<file path="config.mk">
export PLATFORM = sky130hd
export DESIGN_NAME = trigger_hub
export DESIGN_NICKNAME = d
export VERILOG_FILES = /design/src/rtl/trigger_hub_pkg.sv /design/src/rtl/trigger_rr_arbiter.sv /design/src/rtl/trigger_hub.sv
export SDC_FILE = /design/constraint.sdc
export NUM_CORES = 1
export LEC_CHECK = 0
export BUFFER_PORTS_ARGS = -buffer_cell sky130_fd_sc_hd__buf_4
export CORE_ASPECT_RATIO = 0.6
export CORE_MARGIN = 2
export CORE_UTILIZATION = 34
export DETAILED_ROUTE_END_ITERATION = 6
export MAX_ROUTING_LAYER = met4
export PLACE_DENSITY_LB_ADDON = 0.12
export SETUP_SLACK_MARGIN = 0.02
export SKIP_CTS_REPAIR_TIMING = 1
export SYNTH_ARGS = -nofsm -noshare
export SYNTH_HDL_FRONTEND = slang
export SYNTH_HIERARCHICAL = 1
export SYNTH_SLANG_ARGS = --single-unit
</file>
<file path="constraint.sdc">
create_clock -name uc_clk -period 2.9 [get_ports uc_clk]
set_input_delay 0 -clock uc_clk [delete_from_list [all_inputs] [get_ports uc_clk]]
set_output_delay 0 -clock uc_clk [all_outputs]
set_load 0.02 [all_outputs]
</file>
<file path="src/rtl/trigger_hub_pkg.sv">
// trigger_hub_pkg: command codes, default bus layout and FSM state type
// shared by the trigger hub and its testbench.
package trigger_hub_pkg;

    // Command codes on the uc bus
    localparam logic [2:0] TRIGGER_OUT_CMD = 3'h3;
    localparam logic [2:0] TRIGGER_IN_CMD  = 3'h2;

    // Default field widths; the bus packs {length, address, cmd, data} MSB..LSB
    localparam int DEF_DATA_W = 8;
    localparam int DEF_CMD_W  = 3;
    localparam int DEF_ADDR_W = 3;
    localparam int DEF_LEN_W  = 8;

    localparam int DATA_OFF = 0;
    localparam int CMD_OFF  = DATA_OFF + DEF_DATA_W;
    localparam int ADDR_OFF = CMD_OFF + DEF_CMD_W;
    localparam int LEN_OFF  = ADDR_OFF + DEF_ADDR_W;
    localparam int UC_BUS_W = LEN_OFF + DEF_LEN_W;

    // Host-direction packet scheduler states
    typedef enum logic [1:0] {
        IDLE = 2'd0,
        SEND = 2'd1,
        GAP  = 2'd2
    } hub_state_t;

    function automatic int max_int(input int a, input int b);
        return (a > b) ? a : b;
    endfunction

endpackage

</file>
<file path="src/rtl/trigger_rr_arbiter.sv">
// trigger_rr_arbiter: combinational round-robin search. Returns the first
// set request at or after i_ptr, wrapping at N.
module trigger_rr_arbiter #(
    parameter int N     = 1,
    parameter int PTR_W = 1
) (
    input  logic [N-1:0]     i_req,
    input  logic [PTR_W-1:0] i_ptr,
    output logic             o_found,
    output logic [PTR_W-1:0] o_idx
);

    int w_j;

    // Walk offsets from farthest to nearest so the nearest set request is the last writer
    always_comb begin
        o_found = 1'b0;
        o_idx   = '0;
        w_j     = 0;
        for (int k = N - 1; k >= 0; k--) begin
            w_j = int'(i_ptr) + k;
            if (w_j >= N) w_j = w_j - N;
            if (i_req[w_j]) begin
                o_found = 1'b1;
                o_idx   = PTR_W'(w_j);
            end
        end
    end

endmodule

</file>
<file path="src/rtl/trigger_hub.sv">
// trigger_hub: bidirectional trigger endpoint on the uc host bus.
// Host direction: sticky edge capture, round-robin packetisation onto uc_out.
// Device direction: TRIGGER_IN_CMD packets become one-cycle segment pulses.
// Optional build macro: TRIGGER_OVERFLOW_EN adds per-segment overflow flags.
module trigger_hub
    import trigger_hub_pkg::*;
#(
    parameter int DATA_W      = 8,
    parameter int NSEG        = 1,
    parameter int CMD_W       = 3,
    parameter int ADDR_W      = 3,
    parameter int LEN_W       = 8,
    parameter int HOLD_CYCLES = 4,
    parameter int GAP_CYCLES  = 1,
    localparam int TRIG_W     = NSEG * DATA_W,
    localparam int BUS_W      = LEN_W + ADDR_W + CMD_W + DATA_W
) (
    input  logic              uc_clk,
    input  logic              uc_reset,
    input  logic [BUS_W-1:0]  uc_in,
    output logic [BUS_W-1:0]  uc_out,
    input  logic [TRIG_W-1:0] trigger_to_host,
    output logic [TRIG_W-1:0] trigger_to_device,
    output logic              busy
`ifdef TRIGGER_OVERFLOW_EN
    ,
    output logic [NSEG-1:0]   overflow,
    input  logic [NSEG-1:0]   overflow_clr
`endif
);

    localparam int B_CMD_OFF  = DATA_W;
    localparam int B_ADDR_OFF = DATA_W + CMD_W;
    localparam int PTR_W      = (NSEG > 1) ? $clog2(NSEG) : 1;
    localparam int CNT_W      = $clog2(max_int(HOLD_CYCLES, GAP_CYCLES)) + 1;
    localparam logic [CNT_W-1:0] HOLD_LAST = CNT_W'(HOLD_CYCLES - 1);
    localparam logic [CNT_W-1:0] GAP_LAST  = CNT_W'(GAP_CYCLES - 1);

    logic [TRIG_W-1:0] r_prev;
    logic [TRIG_W-1:0] r_pending;
    logic [TRIG_W-1:0] w_rise;
    logic [TRIG_W-1:0] w_clr;
    logic [NSEG-1:0]   w_seg_req;
    hub_state_t        r_state;
    hub_state_t        w_state_next;
    logic [CNT_W-1:0]  r_cnt;
    logic [CNT_W-1:0]  w_cnt_next;
    logic [PTR_W-1:0]  r_rr_ptr;
    logic [PTR_W-1:0]  w_sel;
    logic              w_found;
    logic              w_take;
    logic [DATA_W-1:0] r_tx_data;
    logic [ADDR_W-1:0] r_tx_addr;

    logic [ADDR_W-1:0] w_in_addr;
    logic              w_match;
    logic              r_match_prev;
    logic [TRIG_W-1:0] w_tdev_next;
    logic [TRIG_W-1:0] r_tdev;

    assign w_rise = trigger_to_host & ~r_prev;

    generate
        for (genvar gi = 0; gi < NSEG; gi++) begin : g_seg
            assign w_seg_req[gi] = |r_pending[gi*DATA_W +: DATA_W];
            assign w_clr[gi*DATA_W +: DATA_W] =
                {DATA_W{w_take && (w_sel == PTR_W'(gi))}};
        end
    endgenerate

    trigger_rr_arbiter #(
        .N     (NSEG),
        .PTR_W (PTR_W)
    ) u_arb (
        .i_req   (w_seg_req),
        .i_ptr   (r_rr_ptr),
        .o_found (w_found),
        .o_idx   (w_sel)
    );

    // Edge capture: a rise in the same cycle as a clear keeps the bit pending
    always_ff @(posedge uc_clk or posedge uc_reset) begin
        if (uc_reset) begin
            r_prev    <= '0;
            r_pending <= '0;
        end else begin
            r_prev    <= trigger_to_host;
            r_pending <= (r_pending & ~w_clr) | w_rise;
        end
    end

    // Packet scheduler next state; IDLE always spends one cycle selecting
    always_comb begin
        w_state_next = r_state;
        w_cnt_next   = r_cnt;
        w_take       = 1'b0;
        case (r_state)
            IDLE: begin
                if (w_found) begin
                    w_take       = 1'b1;
                    w_state_next = SEND;
                    w_cnt_next   = '0;
                end
            end
            SEND: begin
                if (r_cnt == HOLD_LAST) begin
                    w_state_next = GAP;
                    w_cnt_next   = '0;
                end else begin
                    w_cnt_next = r_cnt + 1'b1;
                end
            end
            GAP: begin
                if (r_cnt == GAP_LAST) begin
                    w_state_next = IDLE;
                    w_cnt_next   = '0;
                end else begin
                    w_cnt_next = r_cnt + 1'b1;
                end
            end
            default: begin
                w_state_next = IDLE;
                w_cnt_next   = '0;
            end
        endcase
    end

    // Scheduler state, counters, and the packet latched when a segment is taken
    always_ff @(posedge uc_clk or posedge uc_reset) begin
        if (uc_reset) begin
            r_state   <= IDLE;
            r_cnt     <= '0;
            r_rr_ptr  <= '0;
            r_tx_data <= '0;
            r_tx_addr <= '0;
        end else begin
            r_state <= w_state_next;
            r_cnt   <= w_cnt_next;
            if (w_take) begin
                r_tx_data <= r_pending[int'(w_sel)*DATA_W +: DATA_W];
                r_tx_addr <= ADDR_W'(w_sel);
                r_rr_ptr  <= (w_sel == PTR_W'(NSEG - 1)) ? '0 : w_sel + 1'b1;
            end
        end
    end

    // uc_out carries the packet only while sending; length stays zero
    always_comb begin
        uc_out = '0;
        if (r_state == SEND) begin
            uc_out[DATA_W-1:0]               = r_tx_data;
            uc_out[B_CMD_OFF +: CMD_W]       = CMD_W'(TRIGGER_OUT_CMD);
            uc_out[B_ADDR_OFF +: ADDR_W]     = r_tx_addr;
        end
    end

    assign busy = (r_state != IDLE);

    // Device direction: pulse only on the first cycle of a valid command
    assign w_in_addr = uc_in[B_ADDR_OFF +: ADDR_W];
    assign w_match   = (uc_in[B_CMD_OFF +: CMD_W] == CMD_W'(TRIGGER_IN_CMD)) &&
                       ({1'b0, w_in_addr} < (ADDR_W+1)'(NSEG));

    generate
        for (genvar gi = 0; gi < NSEG; gi++) begin : g_dev
            assign w_tdev_next[gi*DATA_W +: DATA_W] =
                (w_match && !r_match_prev && (w_in_addr == ADDR_W'(gi)))
                    ? uc_in[DATA_W-1:0] : '0;
        end
    endgenerate

    // Register the device pulse and the previous match for first-cycle detection
    always_ff @(posedge uc_clk or posedge uc_reset) begin
        if (uc_reset) begin
            r_match_prev <= 1'b0;
            r_tdev       <= '0;
        end else begin
            r_match_prev <= w_match;
            r_tdev       <= w_tdev_next;
        end
    end

    assign trigger_to_device = r_tdev;

`ifdef TRIGGER_OVERFLOW_EN
    logic [TRIG_W-1:0] w_rerise;
    logic [NSEG-1:0]   w_ovf_set;
    logic [NSEG-1:0]   r_ovf;

    // A re-edge on a bit still pending (and not being handed off) is an overflow
    assign w_rerise = w_rise & r_pending & ~w_clr;

    generate
        for (genvar gi = 0; gi < NSEG; gi++) begin : g_ovf
            assign w_ovf_set[gi] = |w_rerise[gi*DATA_W +: DATA_W];
        end
    endgenerate

    // Sticky overflow flags; a set in the same cycle as a clear wins
    always_ff @(posedge uc_clk or posedge uc_reset) begin
        if (uc_reset) begin
            r_ovf <= '0;
        end else begin
            r_ovf <= (r_ovf & ~overflow_clr) | w_ovf_set;
        end
    end

    assign overflow = r_ovf;
`endif

endmodule

</file>
==> metrics <==
WHS 0.0417 ns; Critical Path End r_state[0]; Hold Violations, Final 0; DRT Pass-1 Iters 3; Detail Placement HPWL 2280 microns; post-layout util 0.498; Clk Latency, worst-skew pair 0.29 ns; Max Clock Skew 0.00740 ns; CTS Sinks 39; final instance area 2330 sq um; status finished clean; Critical Path, Cell by Cell inv_1 > ha_1 > nor2b_1 > a221oi_1 > mux2_2; # nets final 253; NetSw 611 uW; share of layout cells above drive strength 1 0.266; WP data arrival 2.04 ns; setup tns final 0 ns; largest net degree at the start of global routing 40; Port Buffers 43; vias in the first global route 1104; vias per inst 4.25; sequential power share 0.410; Slew Limit Fails 0; crit-path max FO 14; Period Utilization, post-route 0.642; crit path kind reg -> reg; Crit. End Element flip-flop; cell area after synthesis 1700 sq um; Distinct cells, synth 25; TritonCTS clock tree built; DRC Markers 0; Die Y-Extent 58.7 microns; Mapped Cells 150; warning count from the yosys run 6; largest area contributor in the netlist dfrtp_1; Sw Ratio 0.332; DR vias 1177; CTS clock-pin slew for the worst setup and hold paths 0.07 ns; Detail Route Antenna Nets 0; DR iter-0 viols 10; die width 95.2 microns; antenna fix cells 0; FF-to-FF path depth 5; DR WL/cell 11.6 microns; reg-to-reg critical path startpoint r_state[1]; Avg Cell Area, Syn 11.3 sq um; Initial Util 0.362; fmax 537 MHz; Routed WL 3210 microns; Final min period 1.86 ns; Final setup violation count 0; internal power 1230 uW; CP max stage delay 0.38 ns; Crit-path slowest cell dfrtp_1; Yosys reg bits 39; reg-to-reg endpoint r_state[0]; die area 5590 sq um; Worst Setup SP r_state[1]; peak supply drop 318 uV; flop2flop setup slack 1.04 ns; root buffer cell clkbuf_8; sequential share of the synthesized area 0.575; Core Region 4680 sq um; H-tree depth 2; num ports 63; # rows 19; initial antenna violation count 0; Max Cap Viol 0; placed inst area 2020 sq um; Yosys top cell area share 0.575; WP data required 3.08 ns; all-layer global routing usage 0.123; pwr/cell area 789 nW/um^2; synth top area cells dfrtp_1, buf_4, and2_1; Num CTS Buffers 5; Startpoint Class flip-flop; global placer's final weighted congestion 0.697; clock power share 0.253; P_leak 0.00120 uW; Clock Path Buffers 2; worst hold path type in -> reg; Gate power share 0.337; Layout area overhead 37.4%; first-pass GRT wire length 4990 microns; total grt overflow 0; RSZ-0062 raised after global routing no
[power by group through the flow]
stage,clock [uW],sequential [uW],combinational [uW]
after global placement,0,761,589
after detailed placement,0,765,611
after CTS,479,755,612
final,465,754,619
after global routing,500,770,696
after floorplan,0,736,447
[kinds of logic after synthesis]
group | synth area share
AO/OA/AOI/OAI | 0.0922
adder cells (fa/ha/maj) | 0.0590
buffers and inverters | 0.111
flip-flops | 0.575
multiplexers | 0.0133
other | 0.00443
AND/OR/NAND/NOR | 0.145
[cell usage after synthesis]
cell      number
a22o_1         8
nand3_1        2
o21ai_0        8
nand2_1       11
or4b_4         1
a21oi_1        2
nor2b_1        1
o22ai_1        3
nor3_1         1
buf_4         15
nand3b_1       1
nor4_1         2
a32oi_1        1
clkbuf_1       2
nor2_2         1
dfrtp_1       39
a221oi_1       1
conb_1         2
and2_1        17
nor2_1         1
nor4_4         1
inv_1         18
mux2_2         2
nand2b_1       2
ha_1           8
[layer usage]
layer  GRT usage  routed length (microns)  vias up
met3      0.0384                      137        8
li1            -                        -      587
met2       0.184                     1540       28
met1       0.155                     1480      554
met4      0.0559                       51        0
met5           -                        0        -
[final cells by class]
type                       count  area [sq um]
inverter                      18          67.6
multi-input combinational     86           571
clock buffer                   6          82.6
tap                           63          78.8
sequential                    39           976
fill                         441          2350
timing repair buffer          63           520
clock inverter                 2          35.0
[registers in the layout, indices dropped and copies added (netlist names)]
name               flops
r_state                2
trigger_to_device      8
r_tx_data              8
r_tx_addr              1
r_prev                 8
r_pending              8
r_cnt                  3
r_match_prev           1
[cells in the final DEF, fill, tap and decap left out, types with 2 or more instances in the layout]
cell / instances
buf_4: 44
dfrtp_1: 39
dlygate4sd3_1: 19
inv_1: 18
and2_1: 17
conb_1: 12
nand2_1: 11
a22o_1: 8
o21ai_0: 8
ha_1: 8
clkbuf_8: 6
o22ai_1: 3
nor4_1: 2
nand2b_1: 2
nand3_1: 2
a21oi_1: 2
mux2_2: 2
[through the flow]
step	cells	worst slack [ns]	total power, uW
finish	277	1.04	1840
global route	277	0.903	1970
CTS	258	1.01	1850
detailed placement	250	1.03	1380
global placement	250	1.13	1350
floorplan	160	1.31	1180
[worst max-delay path, delay by kind of cell (launching register included)]
kind / cells / cell delay [ns]
buffers and inverters: 1 / 0.09
AOI/OAI and AO/OA: 1 / 0.35
and+or+nand+nor: 1 / 0.21
DFF: 1 / 0.38
adders and majority gates: 1 / 0.34
muxes: 1 / 0.38
[worst min-delay path by stage]
| stage | from | endpoint | slack (ns) | depth (start not counted) |
|---|---|---|---|---|
| after floorplan | trigger_to_host[0] | r_prev[0] | 0.03 | 0 |
| final | uc_in[13] | trigger_to_device[3] | 0.04 | 3 |
| after global placement | trigger_to_host[0] | r_prev[0] | 0.12 | 1 |
| after detailed placement | trigger_to_host[7] | r_prev[7] | 0.12 | 1 |
| after CTS | trigger_to_host[4] | r_prev[4] | -0.19 | 1 |
| after global routing | uc_in[13] | trigger_to_device[3] | 0.05 | 3 |
Note: power is estimated with default switching activity, not from simulation.
